==> src/rtl/pipe_pkg.sv <==
// pipe_pkg: shared definitions for the inter-stage pipeline register.
//   PIPE_DATA_W / PIPE_CTRL_W : default payload widths
//   PS_EMPTY / PS_BUSY / PS_FULL : stage state encoding (also the occupancy)
package pipe_pkg;
   localparam int PIPE_DATA_W = 64;
   localparam int PIPE_CTRL_W = 8;

   // Encoding doubles as the held-entry count driven on level_o.
   localparam logic [1:0] PS_EMPTY = 2'd0;
   localparam logic [1:0] PS_BUSY  = 2'd1;
   localparam logic [1:0] PS_FULL  = 2'd2;
endpackage

==> src/rtl/pipe_stage_skid_if.sv <==
// pipe_stage_skid_if: handshake bundle of one pipeline boundary.
//   upstream   : flush_i, in_valid_i, in_ready_o, in_ctrl_i, in_data_i
//   downstream : out_valid_o, out_ready_i, out_ctrl_o, out_data_o, level_o
//   master = the environment driving the stage, slave = the stage itself.
interface pipe_stage_skid_if import pipe_pkg::*; #(
   parameter int DATA_W = PIPE_DATA_W,
   parameter int CTRL_W = PIPE_CTRL_W
);
   logic              flush_i;
   logic              in_valid_i;
   logic              in_ready_o;
   logic [CTRL_W-1:0] in_ctrl_i;
   logic [DATA_W-1:0] in_data_i;
   logic              out_valid_o;
   logic              out_ready_i;
   logic [CTRL_W-1:0] out_ctrl_o;
   logic [DATA_W-1:0] out_data_o;
   logic [1:0]        level_o;

   modport master (
      output flush_i, in_valid_i, in_ctrl_i, in_data_i, out_ready_i,
      input  in_ready_o, out_valid_o, out_ctrl_o, out_data_o, level_o
   );
   modport slave (
      input  flush_i, in_valid_i, in_ctrl_i, in_data_i, out_ready_i,
      output in_ready_o, out_valid_o, out_ctrl_o, out_data_o, level_o
   );
endinterface

==> src/rtl/pipe_slot.sv <==
// pipe_slot: one storage entry (control + data word) of a pipeline stage.
//   clk, rst_n : clock, async active-low clear
//   ld_i, d_i  : load enable and word to load
//   q_o        : held word
module pipe_slot #(
   parameter int W = 72
) (
   input  logic         clk,
   input  logic         rst_n,
   input  logic         ld_i,
   input  logic [W-1:0] d_i,
   output logic [W-1:0] q_o
);
   logic [W-1:0] slot_q;

   always_ff @(posedge clk or negedge rst_n) begin
      if (!rst_n)    slot_q <= '0;
      else if (ld_i) slot_q <= d_i;
   end

   assign q_o = slot_q;
endmodule

==> src/rtl/pipe_stage_skid.sv <==
// pipe_stage_skid: valid/ready pipeline register between two stages with
// stall, flush and an optional skid entry.
//   clk, rst : clock, async active-low reset
//   bus      : slave side of pipe_stage_skid_if (handshakes, payload, level)
// SKID_EN=1 gives two entries and an in_ready_o decoded only from state
// flops; SKID_EN=0 gives a single stall-able register with combinational
// ready.
module pipe_stage_skid import pipe_pkg::*; #(
   parameter int DATA_W  = PIPE_DATA_W,
   parameter int CTRL_W  = PIPE_CTRL_W,
   parameter bit SKID_EN = 1'b1
) (
   input  logic               clk,
   input  logic               rst,
   pipe_stage_skid_if.slave   bus
);
   localparam int W = DATA_W + CTRL_W;

   logic [1:0]   state_q, state_d;
   logic         in_hs, out_hs, in_ready, out_valid;
   logic         main_ld, skid_ld;
   logic [W-1:0] in_word, main_d, main_q, skid_q;

   assign out_valid = (state_q != PS_EMPTY);
   // Skid mode: no path from out_ready_i, which breaks the ready chain.
   assign in_ready  = SKID_EN ? (state_q != PS_FULL)
                              : (!out_valid | bus.out_ready_i);
   assign in_hs     = bus.in_valid_i & in_ready;
   assign out_hs    = out_valid & bus.out_ready_i;
   assign in_word   = {bus.in_ctrl_i, bus.in_data_i};

   always_comb begin
      state_d = state_q;
      main_ld = 1'b0;
      skid_ld = 1'b0;
      case (state_q)
         PS_EMPTY: if (in_hs) begin
            main_ld = 1'b1;
            state_d = PS_BUSY;
         end
         PS_BUSY: begin
            if (in_hs && out_hs) begin
               main_ld = 1'b1;
            end else if (in_hs && SKID_EN) begin
               skid_ld = 1'b1;
               state_d = PS_FULL;
            end else if (out_hs) begin
               state_d = PS_EMPTY;
            end
         end
         PS_FULL: if (out_hs) begin
            main_ld = 1'b1;       // skid entry advances to the head
            state_d = PS_BUSY;
         end
         default: state_d = PS_EMPTY;
      endcase
      // Flush wins over both handshakes; slots keep their stale words.
      if (bus.flush_i) begin
         state_d = PS_EMPTY;
         main_ld = 1'b0;
         skid_ld = 1'b0;
      end
   end

   always_ff @(posedge clk or negedge rst) begin
      if (!rst) state_q <= PS_EMPTY;
      else      state_q <= state_d;
   end

   // Only FULL refills the head from the skid entry; otherwise from input.
   assign main_d = (state_q == PS_FULL) ? skid_q : in_word;

   pipe_slot #(.W(W)) u_main (
      .clk(clk), .rst_n(rst), .ld_i(main_ld), .d_i(main_d), .q_o(main_q)
   );

   generate
      if (SKID_EN) begin : g_skid
         pipe_slot #(.W(W)) u_skid (
            .clk(clk), .rst_n(rst), .ld_i(skid_ld), .d_i(in_word), .q_o(skid_q)
         );
      end else begin : g_noskid
         assign skid_q = '0;
      end
   endgenerate

   assign bus.in_ready_o  = in_ready;
   assign bus.out_valid_o = out_valid;
   assign bus.out_ctrl_o  = out_valid ? main_q[W-1 -: CTRL_W] : '0;
   assign bus.out_data_o  = main_q[DATA_W-1:0];
   assign bus.level_o     = state_q;
endmodule

==> src/flat_wrapper.sv <==
// flat-port wrapper written by rule: the top's interface ports become plain ports
module pipe_stage_skid_flat import pipe_pkg::*;
#(
   parameter int DATA_W  = PIPE_DATA_W,
   parameter int CTRL_W  = PIPE_CTRL_W,
   parameter bit SKID_EN = 1'b1
)
  (clk, rst, bus_flush_i, bus_in_valid_i, bus_in_ctrl_i, bus_in_data_i, bus_out_ready_i, bus_in_ready_o, bus_out_valid_o, bus_out_ctrl_o, bus_out_data_o, bus_level_o);
  pipe_stage_skid_if #(.DATA_W(DATA_W), .CTRL_W(CTRL_W)) bus_i ();
  input  logic clk;
  input  logic rst;
  input wire logic [$bits(bus_i.flush_i)-1:0] bus_flush_i;
  input wire logic [$bits(bus_i.in_valid_i)-1:0] bus_in_valid_i;
  input wire logic [$bits(bus_i.in_ctrl_i)-1:0] bus_in_ctrl_i;
  input wire logic [$bits(bus_i.in_data_i)-1:0] bus_in_data_i;
  input wire logic [$bits(bus_i.out_ready_i)-1:0] bus_out_ready_i;
  output wire logic [$bits(bus_i.in_ready_o)-1:0] bus_in_ready_o;
  output wire logic [$bits(bus_i.out_valid_o)-1:0] bus_out_valid_o;
  output wire logic [$bits(bus_i.out_ctrl_o)-1:0] bus_out_ctrl_o;
  output wire logic [$bits(bus_i.out_data_o)-1:0] bus_out_data_o;
  output wire logic [$bits(bus_i.level_o)-1:0] bus_level_o;
  assign bus_i.flush_i = bus_flush_i;
  assign bus_i.in_valid_i = bus_in_valid_i;
  assign bus_i.in_ctrl_i = bus_in_ctrl_i;
  assign bus_i.in_data_i = bus_in_data_i;
  assign bus_i.out_ready_i = bus_out_ready_i;
  assign bus_in_ready_o = bus_i.in_ready_o;
  assign bus_out_valid_o = bus_i.out_valid_o;
  assign bus_out_ctrl_o = bus_i.out_ctrl_o;
  assign bus_out_data_o = bus_i.out_data_o;
  assign bus_level_o = bus_i.level_o;
  pipe_stage_skid #(.DATA_W(DATA_W), .CTRL_W(CTRL_W), .SKID_EN(SKID_EN)) u_core (.clk(clk), .rst(rst), .bus(bus_i));
endmodule
==> config.mk <==
export PLATFORM = sky130hd
export DESIGN_NAME = pipe_stage_skid_flat
export DESIGN_NICKNAME = d
export VERILOG_FILES = /design/src/rtl/pipe_pkg.sv /design/src/rtl/pipe_stage_skid_if.sv /design/src/rtl/pipe_slot.sv /design/src/rtl/pipe_stage_skid.sv /design/src/flat_wrapper.sv
export SDC_FILE = /design/constraint.sdc
export NUM_CORES = 1
export LEC_CHECK = 0
export CAP_MARGIN = 20
export CELL_PAD_IN_SITES_DETAIL_PLACEMENT = 0
export CELL_PAD_IN_SITES_GLOBAL_PLACEMENT = 1
export CORE_MARGIN = 3
export CORE_UTILIZATION = 58
export CTS_BUF_LIST = sky130_fd_sc_hd__clkbuf_4 sky130_fd_sc_hd__clkbuf_8
export DETAILED_ROUTE_END_ITERATION = 8
export DONT_BUFFER_PORTS = 1
export PLACE_DENSITY = 0.95
export SETUP_SLACK_MARGIN = 0.3
export SLEW_MARGIN = 20
export SYNTH_ARGS = -nofsm -noshare
export SYNTH_HDL_FRONTEND = slang
export SYNTH_SLANG_ARGS = --single-unit
==> constraint.sdc <==
create_clock -name clk -period 3.02 [get_ports clk]
set_clock_uncertainty 0.1 [all_clocks]
set_input_delay 0.302 -clock clk [delete_from_list [all_inputs] [get_ports clk]]
set_output_delay 0.302 -clock clk [all_outputs]
set_load 0.1 [all_outputs]
# --- Word level (Yosys, flattened, before mapping) ---
# Index checks and enable logic that the tools add are counted.
totals:
  input_bits: 77
  elab_cells: 33
  out_inout_bits: 76
  register_bits: 146
classes:
  bitwise_logic: 2
  eq_ne: 7
  mux: 17
  n_reduce_logical: 4
op_table:
  columns: ["operator", "n"]
  rows:
  - ["two-way mux 72 bit", 1]
  - ["two-way mux 2 bit", 6]
  - ["two-way mux 8 bit", 1]
  - ["two-way mux 1 bit", 7]
  - ["!= test 3 x 2 -> 1 bit, second input constant", 2]
  - ["case mux 2 bit (3 select lines)", 1]
  - ["!= test 4 x 2 -> 1 bit, second input constant", 1]
  - ["AND reduction 4 bit", 1]
  - ["!= test 3 bit, second input constant", 1]
  - ["case mux 1 bit (3 select lines)", 1]
  - ["AND 1 bit", 2]
  - ["== test 2 x 1 -> 1 bit, second input constant", 1]
  - ["== test 2 bit, second input constant", 1]
  - ["zero test 2 bit", 1]
  - ["!= test 2 bit, second input constant", 1]
  - ["nonzero test 2 bit", 1]
  - ["logical AND 1 bit", 1]

# --- Longest topological paths before layout ---
# Gate-level depths: netlist of run 1.
logic_depth:
  word_depth: 7
  ltp_mapped: 6
  mapped_depth_nobuf: 3

# --- Modules after synthesis ---
# Synthesis of run 1 repeated with hierarchy kept, for this count alone.
hier_totals:
  hier_cells: 407
  area_unflattened_um2: 7413.4
by_module_without_submodules:
  columns: ["module", "instances", "seq_area_each_um2", "cells_per_inst", "area_per_inst_um2"]
  rows:
  - ["pipe_slot", 2, 1801.7, 152, 3026.7]
  - ["pipe_stage_skid", 1, 50.0, 103, 1360.1]

# --- Least setup slack after synthesis of run 1 ---
# Ideal clock, no wire load.
synth_path:
  path_kind: "register -> register"
  startpoint: "register u_core.state_q[0] (netlist: u_core.bus.level_o[0])"
  endpoint: "register u_core.u_main.slot_q[63] (netlist: u_core.u_main.q_o[63])"
  synth_period_minus_slack_ns: 3.310
  t_arrival_ns: 3.085
  path_slack_ns: -0.290
  path_stages_with_launch: 6
  t_required_ns: 2.795
  n_path_buf: 2
  setup_ns: 0.125
  path_cell_list: "dfrtp_1 > clkbuf_1 > nand2b_1 > clkbuf_1 > mux2_2 > mux2_2"
synth_between:
  elab_chain_cells: 6
  word_cells_on_any_way: 14
  classes_between: "eq/ne (3); mux (6); bitwise (2); reduce/logical (3)"
synth_lines:
  columns: ["element", "line_no", "rtl"]
  rows:
  - ["start: declaration", "pipe_stage_skid.sv:19", "logic [1:0] state_q, state_d;"]
  - ["start signal: assignment", "pipe_stage_skid.sv:67", "else state_q <= state_d;"]
  - ["!= test 2 bit (*)", "pipe_stage_skid.sv:26", "assign in_ready = SKID_EN ? (state_q != PS_FULL)"]
  - ["via bus_in_ready_o", "flat_wrapper.sv:17", "output wire logic [$bits(bus_i.in_ready_o)-1:0] bus_in_ready_o;"]
  - ["AND 1 bit (*)", "pipe_stage_skid.sv:28", "assign in_hs = bus.in_valid_i & in_ready;"]
  - ["logical AND 1 bit", "pipe_stage_skid.sv:42", "if (in_hs && out_hs) begin"]
  - ["two-way mux 1 bit", "pipe_stage_skid.sv:42", null]
  - ["case mux 1 bit (3 select lines) (*)", "pipe_stage_skid.sv:36", "case (state_q)"]
  - ["two-way mux 1 bit (*)", "pipe_stage_skid.sv:58", "if (bus.flush_i) begin"]
  - ["end signal: assignment", "pipe_slot.sv:18", "else if (ld_i) slot_q <= d_i;"]
  - ["end: declaration", "pipe_slot.sv:14", "logic [W-1:0] slot_q;"]
# The timed path passes the listed nets; every way through them passes the cells marked *.
# A chain may end at the register's enable or synchronous reset.

# --- Final worst setup path of run 1 ---
layout_path:
  startpoint: "register u_core.state_q[0] (netlist: u_core.bus.level_o[0])"
  endpoint: "output port bus_in_ready_o"
layout_between:
  elab_chain_cells: 1
layout_lines:
  columns: ["element", "line_no"]
  rows:
  - ["!= test 2 bit", "pipe_stage_skid.sv:26"]
  - ["end: declaration", "flat_wrapper.sv:17"]
# No other way between the ends.

==> PnR_summary.wiki, run 1 <==
{| class="wikitable"
! Metric !! Value
|-
| Die width || 114 um
|-
| HP Class || in -> async
|-
| Mean instance size in the synthesized netlist || 14.4 um2
|-
| Clock root buffer || clkbuf_8
|-
| Type of the worst setup path || reg -> out
|-
| Effective utilization at floorplan || 61.1%
|-
| Growth of design area from synthesis to finish || 14.2%
|-
| Worst rel slew slack || 37.3%
|-
| Overall global routing resource usage || 21.9%
|-
| Area leader, netlist || dfrtp_1
|-
| Pwr/cell area || 847 mW/mm2
|-
| Top-level I/O count || 153
|-
| Proportion of power drawn by flip-flops and latches || 62.0%
|-
| Critical-path maximum fanout || 44
|-
| Ys Warns || 0
|-
| Synth Register Bits || 146
|-
| Layout cells sized above 1 || 53.8%
|-
| Type of element capturing the critical path || output pin
|-
| Antenna cells || 0
|-
| Final Worst Setup Slack || 613 ps
|-
| EDFF count, synth || 0
|-
| # port buffers || 0
|-
| Critical path destination || bus_in_ready_o
|-
| Pre-CTS setup slack || 719 ps
|-
| Filler instances || 754
|-
| Switching share of total power || 41.6%
|-
| Global-route wire length before repair || 22100 um
|-
| Share of flip-flops with an asynchronous set or reset || 100%
|-
| Final hold violation count || 146
|-
| Critical path launch point type || register
|-
| Number of antenna violations at the first check in global routing || 0
|-
| Critical register-to-register path endpoint || u_core.u_main.q_o[15]
|-
| DR vias/cell || 5.63
|-
| Final nets || 577
|-
| Status || complete, but fails checks
|-
| Total length of routed wires || 13400 um
|-
| Crit-path max cell delay || 480 ps
|-
| Leading post-synthesis cells by cell area || dfrtp_1 (54%), mux2_2 (35%), buf_4 (7.0%)
|-
| Syn_nets || 550
|-
| Part of the power in combinational logic || 13.5%
|-
| Final Slew Violations || 0
|-
| Total standard cell area after synthesis || 0.00682 mm2
|-
| Number of maximum-capacitance violations || 0
|-
| Synth top area share || 53.5%
|-
| Data required time at the worst endpoint || 2620 ps
|-
| Hold slack || -549 ps
|-
| Total number of vias || 3674
|-
| Number of resized instances in the post-cts repair step || 0
|-
| Pin slew with the least headroom to its limit || 940 ps
|-
| Worst setup path startpoint || u_core.bus.level_o[0]
|-
| Final worst path period need || 2410 ps
|-
| Maximum count of clock buffers along a single path || 2
|-
| Post-synthesis cell count || 473
|-
| Setup repair after global routing missed its margin || no
|-
| Worst flop-to-flop path startpoint || u_core.bus.level_o[1]
|-
| H-tree levels || 4
|-
| Core ar. || 0.0112 mm2
|-
| Final weighted congestion in routability-driven placement || 0.711
|-
| Die outline area || 0.0131 mm2
|-
| Slowest cell on the critical path || dfrtp_2
|-
| Number of search-and-repair iterations in the first detailed-routing pass || 4
|-
| Worst setup slack for register-to-register paths || 700 ps
|-
| Clock-pin slew reported for the worst setup and hold paths after clock tree synthesis || 80 ps
|-
| Post-DRT Antenna Nets || 0
|-
| Std-Cell Rows || 38
|-
| Static power due to leakage || 0.00338 uW
|-
| Most frequent cells after synthesis || mux2_2 (210), dfrtp_1 (146), buf_4 (64)
|-
| Detailed router's first-iteration violation count || 168
|-
| CP most frequent cell || buf_4
|-
| Top achievable clock speed || 416 MHz
|-
| Sequential share of the synthesized area || 53.5%
|-
| Most numerous cell in the Yosys netlist || mux2_2
|-
| R2R depth || 4
|-
| Clock network fraction of total power || 24.5%
|-
| Crit path DAT || 2000 ps
|-
| Share of the clock period used by the worst path || 79.7%
|-
| Grt total ovfl || 0
|-
| Residual DRC || 0
|-
| Clock sink count || 146
|-
| Cell-by-cell listing of the critical path || nand2b_4 > buf_4 > buf_4
|-
| Flip-flop cell with the highest count after synthesis || dfrtp_1
|-
| Pin count of the biggest net entering global routing || 147
|-
| Switching pwr || 2740 uW
|-
| Worst IR drop on VDD || 0.565 mV
|-
| Die boundary height || 114 um
|-
| Number of distinct standard cells referenced by the synthesized netlist || 19
|-
| DR WL/cell || 20.5 um
|-
| Number of global-route vias before repair || 4174
|-
| Latest clock arrival within the worst-skew pair || 450 ps
|-
| TritonCTS clock tree || yes
|-
| TritonCTS Buffers || 17
|-
| Failing checks || hold timing
|-
| Hpwl dp || 8140 um
|-
| Power Internal || 3860 uW
|-
| End-of-flow core utilization || 69.8%
|-
| Setup violation total in the final timing report || 0
|}
[critical path, delay by kind of cell (launching register included)]
kind	cells	cell delay, ps
buffers and inverters	2	880
flip-flops	1	480
AND/OR/NAND/NOR	1	170
[sequential cells by signal (all words and copies together), names as in the netlist]
signal / cells
u_core.bus.level_o: 2
u_core.u_main.q_o: 72
u_core.g_skid.u_skid.q_o: 72
[placed cells by master, fill, tap and decap left out]
| master | netlist | routed |
|---|---|---|
| nor2b_1 | 9 | 1 |
| a21boi_0 | 1 | 1 |
| mux2_1 | 6 | 6 |
| dfrtp_2 | 0 | 1 |
| o31ai_4 | 0 | 1 |
| nand2_1 | 2 | 2 |
| clkbuf_8 | 0 | 21 |
| clkinvlp_4 | 0 | 2 |
| or3b_2 | 1 | 1 |
| nor2b_2 | 0 | 8 |
| dfrtp_1 | 146 | 145 |
| nand2b_4 | 0 | 1 |
| or4bb_1 | 1 | 1 |
| clkbuf_4 | 0 | 1 |
| a21oi_1 | 1 | 1 |
| o21ba_2 | 1 | 1 |
| buf_4 | 64 | 20 |
| nor2_1 | 3 | 3 |
| clkinv_2 | 0 | 5 |
| bufinv_16 | 0 | 3 |
| inv_1 | 1 | 1 |
| dlygate4sd3_1 | 0 | 75 |
| mux2_2 | 210 | 210 |
| nand3_4 | 0 | 1 |
| mux2i_1 | 1 | 1 |
[final cells by class]
type / instances / area, um2 / share of cell area [%]
flip-flops and latches: 146 / 3650 / 46.9
multi-input cells: 239 / 2630 / 33.8
repair buffers: 95 / 901 / 11.6
clock buffers: 22 / 297 / 3.80
well taps: 140 / 175 / 2.25
clock inverters: 10 / 130 / 1.67
inverters: 1 / 3.75 / 0.0482
[power by group through the flow]
| stage | Combinational, uW | Sequential (uW) | Clock [uW] |
|---|---|---|---|
| after floorplan | 2360 | 2640 | 0 |
| after global placement | 768 | 4090 | 0 |
| after detailed placement | 817 | 4130 | 0 |
| after CTS | 895 | 4090 | 1650 |
| after global routing | 966 | 4150 | 1750 |
| final | 890 | 4090 | 1620 |
[stage by stage]
step,power (uW),area (um2),setup TNS [ps],std cells
floorplan,5010,6830,-523,473
CTS,6630,7780,0,652
global placement,4850,6620,0,546
finish,6600,7790,0,653
detailed placement,4940,6620,0,546
global route,6870,7790,0,653
[routing by layer]
metal | vias to the layer above | share of wire, % | global-route usage (%)
li1 | 1650 | - | -
met1 | 1884 | 40 | 26.0
met2 | 119 | 50 | 36.2
met3 | 21 | 8.2 | 8.67
met4 | 0 | 1.8 | 7.76
met5 | - | 0 | 0
[worst min path at each step]
| stage | startpoint | endpoint | slack, ps | cells past startpoint |
|---|---|---|---|---|
| finish | rst | u_core.g_skid.u_skid.q_o[59] | -550 | 0 |
| global route | rst | u_core.g_skid.u_skid.q_o[53] | -590 | 0 |
| CTS | rst | u_core.g_skid.u_skid.q_o[5] | -580 | 0 |
| detailed placement | rst | u_core.g_skid.u_skid.q_o[53] | -90 | 0 |
| global placement | rst | u_core.g_skid.u_skid.q_o[53] | -90 | 0 |
| floorplan | rst | u_core.bus.level_o[0] | -90 | 0 |
[logic make-up after synthesis]
| group | count (synthesis) | share of synthesized area [%] |
|---|---|---|
| AOI/OAI and AO/OA | 4 | 0.513 |
| DFF | 146 | 53.5 |
| muxes | 217 | 35.8 |
| and+or+nand+nor | 18 | 1.56 |
| buffers and inverters | 88 | 8.60 |
[timing repair]
item                                   in CTS  in global routing
hold buffers                               74                  1
endpoints found under the hold margin     222                147
buffers inserted                            0                  0
Power figures use the tool's default switching activity.
==> inputs of run 2 (changes only) <==
--- a/config.mk
+++ b/config.mk
@@ -9,11 +9,11 @@
 export CELL_PAD_IN_SITES_DETAIL_PLACEMENT = 0
 export CELL_PAD_IN_SITES_GLOBAL_PLACEMENT = 1
 export CORE_MARGIN = 3
-export CORE_UTILIZATION = 58
+export CORE_UTILIZATION = 48
 export CTS_BUF_LIST = sky130_fd_sc_hd__clkbuf_4 sky130_fd_sc_hd__clkbuf_8
 export DETAILED_ROUTE_END_ITERATION = 8
 export DONT_BUFFER_PORTS = 1
-export PLACE_DENSITY = 0.95
+export PLACE_DENSITY = 0.86
 export SETUP_SLACK_MARGIN = 0.3
 export SLEW_MARGIN = 20
 export SYNTH_ARGS = -nofsm -noshare
==> constraint.sdc (replaced) <==
create_clock -name clk -period 2.15 [get_ports clk]
set_clock_uncertainty 0.1 [all_clocks]
set_input_delay 0.215 -clock clk [delete_from_list [all_inputs] [get_ports clk]]
set_output_delay 0.215 -clock clk [all_outputs]
set_load 0.1 [all_outputs]
==> PnR_summary.wiki, run 2 (synthesis gave the netlist of run 1 again) <==
{| class="wikitable"
! Metric !! Value
|-
| Status || complete, but fails checks
|-
| Failing checks || hold timing
|-
| Detailed router's first-iteration violation count || 122 (-27%)
|-
| Number of antenna violations at the first check in global routing || 0 (unchanged)
|-
| Pre-CTS setup slack || 124 ps (-595 ps)
|-
| Growth of design area from synthesis to finish || 32.7%
|-
| Proportion of power drawn by flip-flops and latches || 36.9% (-25 points)
|-
| Die boundary height || 125 um (+9.4%)
|-
| Std-Cell Rows || 42 (+11%)
|-
| Hold slack || -641 ps (-92.2 ps)
|-
| Clock-pin slew reported for the worst setup and hold paths after clock tree synthesis || 80 ps (about the same)
|-
| Switching share of total power || 39.3% (-2.3 points)
|-
| HP Class || in -> async
|-
| Residual DRC || 0 (unchanged)
|-
| Detailed-routing wirelength on met1 || 5980 um (+13%)
|-
| Final worst path period need || 2040 ps
|-
| Pin slew with the least headroom to its limit || 626 ps (-314 ps)
|-
| Worst rel slew slack || 58.2% (+21 points)
|-
| Global-route wire length before repair || 23700 um (+7.3%)
|-
| Final Slew Violations || 0 (unchanged)
|-
| Switching pwr || 3990 uW (+46%)
|-
| Top achievable clock speed || 490 MHz
|-
| Core ar. || 0.0136 mm2 (+21%)
|-
| Type of element capturing the critical path || register
|-
| Grt total ovfl || 0 (unchanged)
|-
| Crit path DAT || 2270 ps (+270 ps)
|-
| Critical path launch point type || register
|-
| Share of the clock period used by the worst path || 94.9%
|-
| Overall global routing resource usage || 19.2% (-2.8 points)
|-
| Type of the worst setup path || reg -> reg
|-
| Final nets || 663 (+15%)
|-
| DR vias/cell || 5.15 (-8.4%)
|-
| Die width || 125 um (+9.4%)
|-
| Top-level I/O count || 153 (unchanged)
|-
| TritonCTS clock tree || yes
|-
| Leading cell type in the layout, fill and taps excluded || mux2_2
|-
| Setup violation total in the final timing report || 0 (unchanged)
|-
| Final Worst Setup Slack || 110 ps (-503 ps)
|-
| Setup repair after global routing missed its margin || yes
|-
| Clock root buffer || clkbuf_8
|-
| Post-route non-filler standard cell count || 775 (+19%)
|-
| Cell count after placement || 646 (+18%)
|-
| Layout cells sized above 1 || 60.9% (+7.1 points)
|-
| Total number of vias || 3995 (+8.7%)
|-
| Effective utilization at floorplan || 50.3% (-11 points)
|-
| Crit-path max cell delay || 540 ps (+60 ps)
|-
| Kind of cell adding the most delay to the critical path || simple AND/OR/NAND/NOR gates
|-
| Number of maximum-capacitance violations || 0 (unchanged)
|-
| Maximum count of clock buffers along a single path || 2 (unchanged)
|-
| Final weighted congestion in routability-driven placement || 0.718 (+0.97%)
|-
| Static power due to leakage || 0.00406 uW (+20%)
|-
| Commonest non-fill, non-tap cells in the layout || mux2_2 (208), dfrtp_1 (144), dlygate4sd3_1 (76)
|-
| Data required time at the worst endpoint || 2380 ps (-240 ps)
|-
| H-tree levels || 4 (unchanged)
|-
| Slowest cell on the critical path || or4bb_4
|-
| Die outline area || 0.0157 mm2 (+20%)
|-
| Highest metal layer with signal wires || met4
|-
| Antenna cells || 0 (unchanged)
|-
| Crit path buffers/inverters || 2 (unchanged)
|-
| Post-route total power || 10200 uW (+54%)
|-
| Cell-by-cell listing of the critical path || or4bb_4 > o31ai_4 > buf_6 > buf_12 > mux2_2
|-
| # port buffers || 0 (unchanged)
|-
| DR WL/cell || 20.0 um (-2.5%)
|-
| Number of global-route vias before repair || 4686 (+12%)
|-
| Post-DRT Antenna Nets || 0 (unchanged)
|-
| Power Internal || 6170 uW (+60%)
|-
| Amount of wire on met3 after detailed routing || 941 um (-14%)
|-
| Critical-path maximum fanout || 19 (-57%)
|-
| Hpwl dp || 8670 um (+6.4%)
|-
| Latest clock arrival within the worst-skew pair || 440 ps (about the same)
|-
| TritonCTS Buffers || 17 (unchanged)
|-
| Final hold violation count || 146 (unchanged)
|-
| Clock sink count || 146 (unchanged)
|-
| Part of the power in combinational logic || 38.5% (+25 points)
|-
| Total length of routed wires || 15500 um (+16%)
|-
| Clock network fraction of total power || 24.6% (about the same)
|-
| Filler instances || 922 (+22%)
|-
| Detail Route met2 WL || 8260 um (+22%)
|-
| Setup TNS || 0 ps (unchanged)
|-
| Number of search-and-repair iterations in the first detailed-routing pass || 4 (unchanged)
|-
| Pin count of the biggest net entering global routing || 147 (unchanged)
|-
| Worst IR drop on VDD || 0.621 mV (+10%)
|-
| Pwr/cell area || 1120 mW/mm2 (+33%)
|}
==> run 2: cell types whose count changed in the layout (fill, tap and decap cells not counted), sizes merged <==
cell         previous run  this run
clkinvlp                2         1
bufbuf                  0         2
clkinv                  5         3
buf                    20        97
dlygate4sd3            75        76
bufinv                  3         5
clkbuf                 22        29
==> run 2: power groups by stage <==
stage | sequential (uW) | clock [uW] | combinational [uW]
floorplan | 3720 | 0 | 3390
global placement | 3720 | 0 | 3560
detailed placement | 3790 | 0 | 3640
CTS | 3730 | 2570 | 3850
global route | 3820 | 2710 | 4050
finish | 3750 | 2500 | 3910
==> run 2: worst paths after layout <==
check | from | to | slack (ps) | cells after the start
setup / recovery | u_core.bus.level_o[1] | u_core.u_main.q_o[13] | 110 | 5
setup reg to reg | u_core.bus.level_o[1] | u_core.u_main.q_o[13] | 110 | 5
min in group clk | bus_in_valid_i | u_core.bus.level_o[0] | 90 | 3
hold / removal | rst | u_core.u_main.q_o[4] | -640 | 0
hold reg to reg | u_core.u_main.q_o[54] | u_core.u_main.q_o[54] | 400 | 1
max in group asynchronous | rst | u_core.u_main.q_o[33] | 2420 | 0
==> run 2: final cells by class <==
| cell class | count | area [um2] | share of cell area (%) |
|---|---|---|---|
| Sequential cell | 146 | 3660 | 40.4 |
| Multi-Input combinational cell | 239 | 2700 | 29.8 |
| Timing Repair Buffer | 181 | 2000 | 22.1 |
| Clock buffer | 23 | 298 | 3.29 |
| Tap cell | 176 | 220 | 2.43 |
| Clock inverter | 9 | 176 | 1.95 |
| Inverter | 1 | 3.75 | 0.0414 |
==> run 2: timing repair <==
action | CTS | global route
buffers inserted | 8 | 3
setup endpoints to repair | 87 | 129
cloned | 2 | 8
gates resized for setup | 35 | 15
pin swaps | 1 | 3
hold buffers | 74 | 2
endpoints found under the hold margin | 292 | 149
==> run 2: metal layers <==
layer / up-vias / global-route usage [%]
li1: 1826 / -
met1: 2026 / 20.6
met2: 117 / 34.4
met3: 26 / 6.31
met4: 0 / 8.29
met5: - / 0
==> run 2: stage by stage <==
step / cell area (um2) / util [%]
after global placement: 7250 / 53.5
after floorplan: 7020 / -
after CTS: 8760 / 64.6
after global routing: 9060 / 66.8
after detailed placement: 7250 / 53.5
final: 9060 / 66.8
==> inputs of run 3 (changes only) <==
--- a/config.mk
+++ b/config.mk
@@ -6,14 +6,13 @@
 export NUM_CORES = 1
 export LEC_CHECK = 0
 export CAP_MARGIN = 20
-export CELL_PAD_IN_SITES_DETAIL_PLACEMENT = 0
-export CELL_PAD_IN_SITES_GLOBAL_PLACEMENT = 1
 export CORE_MARGIN = 3
-export CORE_UTILIZATION = 48
+export CORE_UTILIZATION = 60
 export CTS_BUF_LIST = sky130_fd_sc_hd__clkbuf_4 sky130_fd_sc_hd__clkbuf_8
+export CTS_CLUSTER_SIZE = 24
 export DETAILED_ROUTE_END_ITERATION = 8
 export DONT_BUFFER_PORTS = 1
-export PLACE_DENSITY = 0.86
+export PLACE_DENSITY = 0.87
 export SETUP_SLACK_MARGIN = 0.3
 export SLEW_MARGIN = 20
 export SYNTH_ARGS = -nofsm -noshare
==> PnR_summary.wiki, run 3 (synthesis gave the netlist of run 1 again) <==
{| class="wikitable"
! Metric !! Value
|-
| Setup TNS || 0 ps (unchanged)
|-
| Grt total ovfl || 0 (unchanged)
|-
| Std-Cell Rows || 38 (-9.5%)
|-
| Critical-path maximum fanout || 7 (-12)
|-
| Residual DRC || 0 (unchanged)
|-
| Worst IR drop on VDD || 0.935 mV (+50%)
|-
| Final weighted congestion in routability-driven placement || 0.745 (+3.7%)
|-
| Share of the clock period used by the worst path || 95.7% (+0.86 points)
|-
| Worst setup path startpoint || u_core.bus.level_o[1]
|-
| Hpwl dp || 8710 um (+0.45%)
|-
| Layout cells sized above 1 || 61.3% (+0.33 points)
|-
| H-tree levels || 4 (unchanged)
|-
| Final hold violation count || 146 (unchanged)
|-
| Number of search-and-repair iterations in the first detailed-routing pass || 4 (unchanged)
|-
| DR vias/cell || 5.67 (+10%)
|-
| Pin slew with the least headroom to its limit || 406 ps (-219 ps)
|-
| Final nets || 664 (+0.15%)
|-
| Final worst path period need || 2060 ps (+18.6 ps)
|-
| Critical path launch point type || register
|-
| Pwr/cell area || 1120 mW/mm2 (-0.22%)
|-
| Pin count of the biggest net entering global routing || 147 (unchanged)
|-
| Number of global-route vias before repair || 4836 (+3.2%)
|-
| Final Worst Setup Slack || 91.8 ps (-18.6 ps)
|-
| Kind of cell adding the most delay to the critical path || simple AND/OR/NAND/NOR gates
|-
| Data required time at the worst endpoint || 2400 ps (+20 ps)
|-
| Slowest cell on the critical path || or4bb_4
|-
| Die width || 113 um (-10%)
|-
| Crit path DAT || 2300 ps (+30 ps)
|-
| Combined flip-flop and latch cell area || 0.00366 mm2 (unchanged)
|-
| Area of the multi-input gates || 0.00287 mm2 (+6.5%)
|-
| Effective utilization at floorplan || 62.1% (+12 points)
|-
| Type of element capturing the critical path || register
|-
| Die outline area || 0.0127 mm2 (-19%)
|-
| Setup violation total in the final timing report || 0 (unchanged)
|-
| Total number of vias || 4191 (+4.9%)
|-
| Global-route wire length before repair || 26400 um (+11%)
|-
| Top achievable clock speed || 486 MHz (-0.90%)
|-
| Number of maximum-capacitance violations || 0 (unchanged)
|-
| Failing checks || hold timing
|-
| Maximum count of clock buffers along a single path || 2 (unchanged)
|-
| Post-DRT Antenna Nets || 0 (unchanged)
|-
| Clock-pin slew reported for the worst setup and hold paths after clock tree synthesis || 80 ps (about the same)
|-
| Core ar. || 0.0110 mm2 (-19%)
|-
| Critical register-to-register path endpoint || u_core.u_main.q_o[70]
|-
| Setup repair after global routing missed its margin || yes
|-
| HP Class || in -> async
|-
| Static power due to leakage || 0.00420 uW (+3.5%)
|-
| Overall global routing resource usage || 27.4% (+8.2 points)
|-
| Number of hold buffers added after CTS || 76 (+2.7%)
|-
| Detailed router's first-iteration violation count || 226 (+85%)
|-
| Clock root buffer || clkbuf_8
|-
| Final Slew Violations || 0 (unchanged)
|-
| Cell-by-cell listing of the critical path || or4bb_4 > o31ai_4 > buf_6 > buf_6 > mux2_2
|-
| CP most frequent cell || buf_6
|-
| DR WL/cell || 23.6 um (+18%)
|-
| Worst flop-to-flop path startpoint || u_core.bus.level_o[1]
|-
| Leading cell type in the layout, fill and taps excluded || mux2_2
|-
| Cell count after placement || 612 (-5.3%)
|-
| Crit path buffers/inverters || 2 (unchanged)
|-
| Die boundary height || 113 um (-10%)
|-
| Commonest non-fill, non-tap cells in the layout || mux2_2 (162), dfrtp_1 (144), dlygate4sd3_1 (76)
|-
| Post-route total power || 10200 uW (+0.62%)
|-
| Antenna cells || 0 (unchanged)
|-
| Top-level I/O count || 153 (unchanged)
|-
| TritonCTS clock tree || yes
|-
| # port buffers || 0 (unchanged)
|-
| Hold slack || -653 ps (-12.5 ps)
|-
| Post-route non-filler standard cell count || 739 (-4.6%)
|-
| Type of the worst setup path || reg -> reg
|-
| Number of antenna violations at the first check in global routing || 0 (unchanged)
|-
| Latest clock arrival within the worst-skew pair || 460 ps (+20 ps)
|-
| Clock sink count || 146 (unchanged)
|-
| Growth of design area from synthesis to finish || 33.8%
|-
| Status || complete, but fails checks
|-
| Pre-CTS setup slack || 22.3 ps (-102 ps)
|-
| Crit-path max cell delay || 540 ps (about the same)
|-
| Filler instances || 516 (-44%)
|-
| TritonCTS Buffers || 17 (unchanged)
|-
| Total length of routed wires || 17500 um (+13%)
|-
| R2R depth || 5 (unchanged)
|-
| Worst rel slew slack || 72.1% (+14 points)
|-
| Worst setup slack for register-to-register paths || 90 ps (-20 ps)
|}
[run 3: cell types whose count changed in the layout (fill, tap and decap cells not counted), moves of 2 or more]
cell / previous run / this run
mux2_2: 208 / 162
clkbuf_8: 20 / 23
buf_12: 16 / 18
clkbuf_16: 6 / 3
mux2_4: 2 / 50
mux2_1: 6 / 4
buf_6: 7 / 10
bufinv_16: 5 / 2
[run 3: area by class of cell]
type | instances | area share, %
clock inverter | 4 | 0.767
inverter | 1 | 0.0411
tap | 140 | 1.92
clock buffer | 27 | 3.80
timing repair buffer | 182 | 21.9
sequential | 146 | 40.1
multi-input combinational | 239 | 31.5
[run 3: metrics by stage]
| step | utilization (%) | hold WS [ps] | area [um2] |
|---|---|---|---|
| after floorplan | - | -181 | 7020 |
| after global placement | 66.0 | -177 | 7240 |
| after detailed placement | 66.0 | -177 | 7240 |
| after CTS | 80.6 | -671 | 8850 |
| after global routing | 83.2 | -692 | 9130 |
| final | 83.2 | -653 | 9130 |
[run 3: routing by layer]
metal / vias up / part of all wire, % / wire (um) / global-route usage [%]
met5: - / 0 / 0 / 0
met4: 0 / 3.0 / 518 / 11.4
met3: 42 / 6.3 / 1100 / 9.60
met2: 157 / 54 / 9410 / 49.2
met1: 2173 / 37 / 6430 / 29.1
li1: 1819 / - / - / -
[run 3: worst max-delay path by stage]
stage / cells after the start / slack [ps] / endpoint
detailed placement: 4 / 20 / u_core.u_main.q_o[26]
floorplan: 6 / 40 / u_core.u_main.q_o[13]
CTS: 5 / 120 / u_core.u_main.q_o[20]
finish: 5 / 90 / u_core.u_main.q_o[70]
global route: 5 / 50 / u_core.u_main.q_o[13]
global placement: 4 / 90 / u_core.u_main.q_o[34]
[run 3: report_power, final]
part | total [uW] | switching [uW] | internal (uW)
logic | 4160 | 2780 | 1390
registers | 3790 | 361 | 3430
clock network | 2270 | 1010 | 1260
[run 3: what timing repair did]
item                                   in CTS  in global routing
endpoints found under the hold margin     292                146
gates cloned                                4                  3
setup buffers                              12                  1
resized for setup                          49                 49
setup endpoints to repair                  82                136
pin swaps                                   2                  2
